[src/rtl/spi_hle_pkg.sv]
// Shared types and constants for the SPI high-level-emulation arbiter and its responders.
package spi_hle_pkg;

    localparam int unsigned FAULT_CNT_W   = 15;
    localparam logic [7:0]  SPI_IDLE_BYTE = 8'hFF;

    typedef enum logic {
        ARB_IDLE,
        ARB_OWNED
    } e_arb_state;

endpackage

[src/rtl/parallelel_spi.sv]
// Parallel SPI byte channel between the CD-i slave processor and its byte handlers.
interface parallelel_spi;

    logic       write;
    logic [7:0] mosi;
    logic [7:0] miso;

    modport slave (
        input  write,
        input  mosi,
        output miso
    );

    modport master (
        output write,
        output mosi,
        input  miso
    );

endinterface

[src/rtl/mode_fault_timer.sv]
// Mode-fault countdown: a nonzero load restarts the count, and a one-cycle pulse is
// registered from count==1, so load V at edge N pulses at edge N+V.
module mode_fault_timer
    import spi_hle_pkg::*;
(
    input  logic                   clk,
    input  logic                   reset_n,
    input  logic                   load,
    input  logic [FAULT_CNT_W-1:0] load_val,
    output logic                   pulse
);

    logic [FAULT_CNT_W-1:0] fcnt_q, fcnt_d;
    logic                   pulse_q;

    always_comb begin
        fcnt_d = fcnt_q;
        if (load) begin
            fcnt_d = load_val;
        end else if (fcnt_q != '0) begin
            fcnt_d = fcnt_q - 1'b1;
        end
    end

    always_ff @(posedge clk or negedge reset_n) begin
        if (!reset_n) begin
            fcnt_q  <= '0;
            pulse_q <= 1'b0;
        end else begin
            fcnt_q  <= fcnt_d;
            pulse_q <= (fcnt_q == FAULT_CNT_W'(1));
        end
    end

    assign pulse = pulse_q;

endmodule

[src/rtl/spi_hle_arbiter.sv]
// Shares the parallel SPI byte channel between two HLE responders, one frame owner at a time.
// Optional owner-idle watchdog enabled by defining SPI_HLE_ARB_WDOG_EN.
module spi_hle_arbiter
    import spi_hle_pkg::*;
#(
    parameter logic [FAULT_CNT_W-1:0] WDOG_CYCLES = 15'd4095,
    parameter int unsigned            RESP_COUNT  = 2
) (
    input  logic                                     clk,
    input  logic                                     reset_n,
    parallelel_spi.slave                             spi,
    output logic [RESP_COUNT-1:0]                    rsp_write,
    output logic [7:0]                               rsp_mosi,
    output logic                                     rsp_first,
    input  logic [RESP_COUNT-1:0][7:0]               rsp_miso,
    input  logic [RESP_COUNT-1:0]                    rsp_claim,
    input  logic [RESP_COUNT-1:0]                    rsp_release,
    input  logic [RESP_COUNT-1:0][FAULT_CNT_W-1:0]   rsp_fault_req,
    output logic                                     quirk_force_mode_fault,
    output logic [RESP_COUNT-1:0]                    owner
);

    e_arb_state              state_q, state_d;
    logic [RESP_COUNT-1:0]   owner_q, owner_d;
    logic                    rr_q, rr_d;
    logic                    grant;
    logic                    grant_idx;
    logic                    owner_idx;
    logic                    fault_load;
    logic [FAULT_CNT_W-1:0]  fault_val;
    logic                    wdog_expire;

    assign owner_idx = owner_q[1];
    assign rsp_mosi  = spi.mosi;
    assign owner     = owner_q;

    always_comb begin
        state_d    = state_q;
        owner_d    = owner_q;
        rr_d       = rr_q;
        grant      = 1'b0;
        grant_idx  = rr_q;
        rsp_write  = '0;
        rsp_first  = 1'b0;
        spi.miso   = SPI_IDLE_BYTE;
        fault_load = 1'b0;
        fault_val  = rsp_fault_req[0];

        case (state_q)
            ARB_IDLE: begin
                rsp_first = 1'b1;
                if (spi.write) begin
                    rsp_write = '1;
                    case (rsp_claim)
                        2'b01: begin
                            grant     = 1'b1;
                            grant_idx = 1'b0;
                        end
                        2'b10: begin
                            grant     = 1'b1;
                            grant_idx = 1'b1;
                        end
                        2'b11: begin
                            // Contended frame start: pointer picks, then yields to the loser.
                            grant     = 1'b1;
                            grant_idx = rr_q;
                            rr_d      = ~rr_q;
                        end
                        default: ;
                    endcase
                    if (grant) begin
                        spi.miso   = rsp_miso[grant_idx];
                        state_d    = ARB_OWNED;
                        owner_d    = 2'b01 << grant_idx;
                        fault_val  = rsp_fault_req[grant_idx];
                        fault_load = (fault_val != '0);
                    end
                end
            end
            ARB_OWNED: begin
                if (spi.write) begin
                    rsp_write = owner_q;
                    spi.miso  = rsp_miso[owner_idx];
                end
                fault_val  = rsp_fault_req[owner_idx];
                fault_load = (fault_val != '0);
                if (((rsp_release & owner_q) != '0) || wdog_expire) begin
                    state_d = ARB_IDLE;
                    owner_d = '0;
                end
            end
            default: begin
                state_d = ARB_IDLE;
                owner_d = '0;
            end
        endcase
    end

    always_ff @(posedge clk or negedge reset_n) begin
        if (!reset_n) begin
            state_q <= ARB_IDLE;
            owner_q <= '0;
            rr_q    <= 1'b0;
        end else begin
            state_q <= state_d;
            owner_q <= owner_d;
            rr_q    <= rr_d;
        end
    end

`ifdef SPI_HLE_ARB_WDOG_EN
    logic [FAULT_CNT_W-1:0] wdog_q, wdog_d;

    // Counts consecutive silent owned cycles; any write or leaving ownership clears it.
    always_comb begin
        wdog_d      = '0;
        wdog_expire = 1'b0;
        if (state_q == ARB_OWNED && !spi.write) begin
            if (wdog_q == WDOG_CYCLES - 1'b1) begin
                wdog_expire = 1'b1;
            end else begin
                wdog_d = wdog_q + 1'b1;
            end
        end
    end

    always_ff @(posedge clk or negedge reset_n) begin
        if (!reset_n) begin
            wdog_q <= '0;
        end else begin
            wdog_q <= wdog_d;
        end
    end
`else
    logic unused_wdog_cycles;
    assign unused_wdog_cycles = ^WDOG_CYCLES;
    assign wdog_expire        = 1'b0;
`endif

    mode_fault_timer u_mode_fault_timer (
        .clk      (clk),
        .reset_n  (reset_n),
        .load     (fault_load),
        .load_val (fault_val),
        .pulse    (quirk_force_mode_fault)
    );

endmodule

[src/flat_wrapper.sv]
// flat-port wrapper written by rule: the top's interface ports become plain ports
module spi_hle_arbiter_flat import spi_hle_pkg::*;
#(
    parameter logic [FAULT_CNT_W-1:0] WDOG_CYCLES = 15'd4095,
    parameter int unsigned            RESP_COUNT  = 2
)
  (clk, reset_n, rsp_write, rsp_mosi, rsp_first, rsp_miso, rsp_claim, rsp_release, rsp_fault_req, quirk_force_mode_fault, owner, spi_write, spi_mosi, spi_miso);
  parallelel_spi spi_i ();
  input  logic clk;
  input  logic reset_n;
  output logic [RESP_COUNT-1:0] rsp_write;
  output logic [7:0] rsp_mosi;
  output logic rsp_first;
  input  logic [RESP_COUNT-1:0][7:0] rsp_miso;
  input  logic [RESP_COUNT-1:0] rsp_claim;
  input  logic [RESP_COUNT-1:0] rsp_release;
  input  logic [RESP_COUNT-1:0][FAULT_CNT_W-1:0] rsp_fault_req;
  output logic quirk_force_mode_fault;
  output logic [RESP_COUNT-1:0] owner;
  input wire logic [$bits(spi_i.write)-1:0] spi_write;
  input wire logic [$bits(spi_i.mosi)-1:0] spi_mosi;
  output wire logic [$bits(spi_i.miso)-1:0] spi_miso;
  assign spi_i.write = spi_write;
  assign spi_i.mosi = spi_mosi;
  assign spi_miso = spi_i.miso;
  spi_hle_arbiter #(.WDOG_CYCLES(WDOG_CYCLES), .RESP_COUNT(RESP_COUNT)) u_core (.clk(clk), .reset_n(reset_n), .spi(spi_i), .rsp_write(rsp_write), .rsp_mosi(rsp_mosi), .rsp_first(rsp_first), .rsp_miso(rsp_miso), .rsp_claim(rsp_claim), .rsp_release(rsp_release), .rsp_fault_req(rsp_fault_req), .quirk_force_mode_fault(quirk_force_mode_fault), .owner(owner));
endmodule
[config.mk]
export PLATFORM = sky130hd
export DESIGN_NAME = spi_hle_arbiter_flat
export DESIGN_NICKNAME = d
export VERILOG_FILES = /design/src/rtl/spi_hle_pkg.sv /design/src/rtl/parallelel_spi.sv /design/src/rtl/mode_fault_timer.sv /design/src/rtl/spi_hle_arbiter.sv /design/src/flat_wrapper.sv
export SDC_FILE = /design/constraint.sdc
export NUM_CORES = 1
export LEC_CHECK = 0
export BUFFER_PORTS_ARGS = -buffer_cell sky130_fd_sc_hd__buf_2
export CORE_AREA = 2 2 64 66
export DETAILED_ROUTE_END_ITERATION = 16
export DIE_AREA = 0 0 66 68
export HOLD_SLACK_MARGIN = 0.15
export PLACE_DENSITY = 0.78
export SLEW_MARGIN = 20
export SYNTH_ARGS = -nofsm -noshare
export SYNTH_HDL_FRONTEND = slang
export SYNTH_SLANG_ARGS = --single-unit
[constraint.sdc]
create_clock -name clk -period 4.35 [get_ports clk]
set_input_delay 0.87 -clock clk [delete_from_list [all_inputs] [get_ports clk]]
set_output_delay 0.87 -clock clk [all_outputs]
set_load 0.1 [all_outputs]
* Yosys cells after proc, flatten, opt, wreduce, memory -nomap -nowiden *
Cells that the tools add are included.

operators by class
  bitwise operators = 3
  div/mod/pow operators = 0
  reductions and logical operators = 8
  shift-type cells = 1
  multiplexer cells = 38
  $mul = 0
  $add $sub $neg = 1
  equality and inequality tests = 7
  magnitude comparators = 2

operators by type and width
  operator                                                                      count
  15-bit 2-to-1 mux                                                             8
  8-bit 2-to-1 mux                                                              7
  15-bit nonzero test                                                           3
  15-bit case mux with 2 select lines                                           1
  8-bit case mux with 2 select lines                                            1
  15-bit by 1-bit equality test with 1-bit output, second input constant        1
  15-bit by 1-bit subtractor with 15-bit output, second input constant          1
  1-bit 2-to-1 mux                                                              11
  2-bit 2-to-1 mux                                                              5
  2-bit case mux with 2 select lines                                            2
  1-bit case mux with 2 select lines                                            3
  3-bit AND reduction                                                           2
  2-bit equality test, second input constant                                    2
  1-bit by 2-bit less-than comparator with 1-bit output, second input constant  2
  2-bit != test, second input constant                                          2
  2-bit nonzero test                                                            2
  3-bit OR reduction                                                            1
  2-bit bitwise AND                                                             1
  2-bit by 1-bit equality test with 1-bit output, second input constant         1
  2-bit by 1-bit != test with 1-bit output, second input constant               1
  1-bit inverter                                                                2
  1-bit by 1-bit << shifter with 2-bit output, first input constant             1

storage, ports and cells
  memories = 0
  RAM bits = 0
  memory bits (read-only) = 0
  bits of input ports = 61
  bits in latches = 0
  logic and storage cells = 65
  bits in registers = 20
  output and inout port bits = 22

* Logic depth before layout (Yosys ltp) *
  depth in word-level cells = 11
  mapped depth = 8
  mapped depth without buffers = 7

* By module *
From an unflattened synthesis, not the netlist that was laid out.

second synthesis, totals
  cells, all modules = 233
  area, all modules = 1958.1 um2

modules (own cells, without submodules)
  module            instances  seq. area each (um2)  area each (um2)  cells an instance
  mode_fault_timer  1          400.4                 1007.2           112
  spi_hle_arbiter   1          100.1                 950.9            121

* Least setup slack after synthesis *
Ideal clock, no wire load.

  path kind = flip-flop to output port
  start = register u_core.owner_q[0] (netlist: u_core.owner[0])
  end = output port rsp_write[0]
  setup slack = 174 ps
  arrival time = 3306 ps
  cell stages (with the launch flop) = 3
  cell sequence = dfrtp_1 -> inv_1 -> a21boi_0

between the ends
  longest elaborated chain between the ends = 2

RTL lines
  element                             line                    RTL
  start: declaration                  spi_hle_arbiter.sv:24   logic [RESP_COUNT-1:0] owner_q, owner_d;
  start signal: assignment            spi_hle_arbiter.sv:106  owner_q <= owner_d;
  2-bit 2-to-1 mux                    spi_hle_arbiter.sv:81   if (spi.write) begin
  2-bit case mux with 2 select lines  spi_hle_arbiter.sv:49   case (state_q)
  end: declaration                    flat_wrapper.sv:11      output logic [RESP_COUNT-1:0] rsp_write;

No other way between the ends.

* Worst setup path in the final report *
  start = input port rsp_claim[0]
  end = output port spi_miso[6]

between the ends
  longest elaborated chain between the ends = 9
  elaborated cells on any way between the ends = 15
  classes of those cells = 3 x eq/ne; 11 x mux; 1 x reduce/logical

RTL lines
  element                                                                                       line                   RTL
  start: declaration                                                                            flat_wrapper.sv:15     input logic [RESP_COUNT-1:0] rsp_claim;
  2-bit equality test / 2-bit by 1-bit equality test with 1-bit output (equally long branches)  spi_hle_arbiter.sv:54  case (rsp_claim)
  1-bit case mux with 2 select lines                                                            spi_hle_arbiter.sv:54
  1-bit 2-to-1 mux                                                                              spi_hle_arbiter.sv:52  if (spi.write) begin
  1-bit 2-to-1 mux                                                                              spi_hle_arbiter.sv:49
  8-bit 2-to-1 mux (not written as such) (2 in a row)                                           spi_hle_arbiter.sv:72  spi.miso = rsp_miso[grant_idx];
  8-bit 2-to-1 mux (*)                                                                          spi_hle_arbiter.sv:71  if (grant) begin
  8-bit 2-to-1 mux (*)                                                                          spi_hle_arbiter.sv:52
  8-bit case mux with 2 select lines (*)                                                        spi_hle_arbiter.sv:49
  end: declaration                                                                              flat_wrapper.sv:22     output wire logic [$bits(spi_i.miso)-1:0] spi_miso;

Mark *: on every way between the ends. The rest lies on a longest branch, timed or not. The select of a mux whose other input is x is not followed.

==> impl_metrics.toml <==
[run_status]
status = "finished, final reports clean"

[place]
post-place-ws_ns = 0.852
port_buffers = 66
gp_congestion = 0.771
dp_hpwl_mm = 3.35

[routing]
vias = 1501
first_iter_violations = 32
ant_nets = 0
drc = 0
vias_per_cell = 5.40
wl_per_cell_um = 14.7
dr.pass1.iters = 4
wl_mm = 4.07

[die]
num_io_pins = 83
initial_utilization_pct = 43.0
die_height_um = 68
row_count = 23
die_w_um = 66
dieArea_um2 = 4490
fp.coreArea_um2 = 3860

[sta]
setup_viol = 0
tns_ns = 0
maxSlewViolCount = 0
finalClockSkew_ns = 0.000974
layout_setup_ws_ns = 0.859
final-hold-violation-count = 0
relSlewSlack_pct = 56.0
layout_min_cycle_time_ns = 3.49
worstMarginPinSlew_ns = 0.658
fin_crit_sh_pct = 80.3
fmax_ghz = 0.286
rsz0062_at_grt = "no"

[worst_hold_path]
holdPathEnd = "u_core.rr_q"
hold_class = "flip-flop to flip-flop"
hp-start = "u_core.rr_q"
hold_path_depth = 1

[cts]
cts.hold.buffers_added = 0
ctsResizeCount = 0
post_cts_buffers = 0
clkTransAtPathRegs_ns = 0.07
clock_path_buffers = 2
ctsRootBufferMaster = "clkbuf_8"
htreeDepth = 1
cts_tree = "built"
cts.sinks = 20
cts_buffers = 3
insertion_delay_ns = 0.25

[finish]
syn2layout_area_growth_pct = 23.3
diodes = 0
drive_gt1_share_pct = 37.3
layout.nets = 295

[yosys]
synth_edf_count = 0
synth.most_common_cell = "mux2i_1"
synth-seq-cells = 20
yosys_warnings = 0
syn_nets = 233
netlist_top_cells_count = "mux2i_1 (32), dfrtp_1 (20), nand2_1 (14)"
synthCells = 167
synthTopCellsByArea = "dfrtp_1 (30%), mux2i_1 (19%), o22a_1 (4.2%)"
synth.avg_cell_area_um2 = 9.92
syn_area_um2 = 1660
synthFlopType = "dfrtp_1"
async_flop_share_pct = 100
synth_top_area_share_pct = 30.2
yosysUniqueCellTypes = 44
synth_sequential_area_ratio_pct = 30.2
synth_top_area_cell = "dfrtp_1"

[global_route]
first_global_vias = 1456
grt_pass1_wl_mm = 6.38
track_usage_pct = 18.9
grt-ovfl-total = 0
grt_max_degree = 21
antenna_found_initial = 0

[worst_setup_path]
critPathKind = "primary input to output port"
reg2reg_from = "u_core.u_mode_fault_timer.fcnt_q[9]"
cp.required_ns = 3.48
worstRegToRegCells = 5
cp_max_fo = 8
reg2reg_slack_ns = 2.23
critPathLaunchType = "primary input"
end_kind = "output port"
slowest_stage = "buf_2"
cpMostUsedCell = "buf_2"
path_cells = "buf_2 -> inv_1 -> ha_1 -> mux2i_1 -> o31ai_1 -> nand2_1 -> o22a_1 -> buf_2"
cp.arrival_ns = 2.62
r2r_end = "u_core.u_mode_fault_timer.fcnt_q[1]"
cpPeakStageDelay_ns = 0.41

[power_and_ir_drop]
vdd_drop_max_v = 0.000522
leakagePower_uw = 0.000926
power_density_nw_per_um2 = 721

[job]
maxCapViolCount = 0
## final cells by class
type	instances	area (µm²)
repair buffers	68	345
well taps	50	62.6
multi-input cells	128	1050
clock buffers	4	55.1
fillers	360	1810
flip-flops and latches	20	500
inverters	8	30.0
## cells in the final DEF (no fill, tap or decap), types with 2 or more instances in the layout
cell and instances:
a21oi_1 4, o22a_1 8, nor3_1 5, nand4_1 2, nor4_2 2, mux2i_1 32, nor2_1 3, xnor2_1 6
nand3_1 2, nor4_1 6, o31ai_1 3, buf_4 2, inv_1 8, ha_1 5, clkbuf_8 4, a311oi_1 2
nand2b_1 3, o21ai_0 6, and3_1 2, nand2_1 14, dfrtp_1 20, buf_2 66
## registers in the layout, summed over array words and instances, names as in the netlist
signal and count:
u_core.u_mode_fault_timer.fcnt_q 15, u_core.owner 2, u_core.rr_q 1, u_core.state_q 1, u_core.u_mode_fault_timer.pulse 1
## power by group
| group | leakage [µW] | internal [µW] | switching (µW) |
|---|---|---|---|
| clock | 0.0000288 | 80.5 | 59.6 |
| sequential | 0.000239 | 280 | 126 |
| combinational | 0.000658 | 308 | 619 |
| total | 0.000926 | 668 | 804 |
## worst max-delay path, delay by kind of cell
family | cells | cell delay, ns
AND/OR/NAND/NOR | 1 | 0.23
buffers and inverters | 3 | 0.55
multiplexers | 1 | 0.37
adder cells (fa/ha/maj) | 1 | 0.32
AO/OA/AOI/OAI | 2 | 0.27
## cells by family (layout without fill, tap and decap cells)
| logic type | Yosys count | in the layout | share of synthesized area, % |
|---|---|---|---|
| AO/OA/AOI/OAI | 32 | 32 | 16.2 |
| buffers and inverters | 19 | 80 | 6.50 |
| adder cells (fa/ha/maj) | 5 | 5 | 3.78 |
| multiplexers | 34 | 34 | 20.7 |
| flip-flops | 20 | 20 | 30.2 |
| AND/OR/NAND/NOR | 50 | 50 | 19.0 |
| XOR/XNOR | 7 | 7 | 3.70 |
## metal layers
metal | vias up | track usage (%) | routed length, µm
met5 | - | 0 | 0
met4 | 0 | 3.83 | 28
met3 | 4 | 3.78 | 215
met2 | 49 | 38.9 | 2250
met1 | 706 | 19.7 | 1580
li1 | 742 | - | -
## stage by stage
stage / util (%) / total power (µW) / cells / hold slack, ns / instance area [µm²]
finish: 53.0 / 1470 / 278 / 0.497 / 2040
floorplan: - / 1190 / 167 / 0.458 / 1660
detailed placement: 51.5 / 1330 / 274 / 0.483 / 1990
global route: 53.0 / 1570 / 278 / 0.535 / 2040
global placement: 51.5 / 1310 / 274 / 0.479 / 1990
CTS: 53.0 / 1480 / 278 / 0.501 / 2040
## how the worst max path moves through the flow
stage,endpoint,slack [ns],start,cells after the start
floorplan,rsp_write[0],0.17,u_core.owner[0],2
global placement,spi_miso[3],0.90,rsp_claim[0],8
detailed placement,spi_miso[6],0.85,rsp_claim[0],8
CTS,spi_miso[6],0.84,rsp_claim[0],8
global route,spi_miso[2],0.70,rsp_claim[0],8
finish,spi_miso[6],0.86,rsp_claim[0],8
Note: power is estimated with default switching activity, not from simulation.
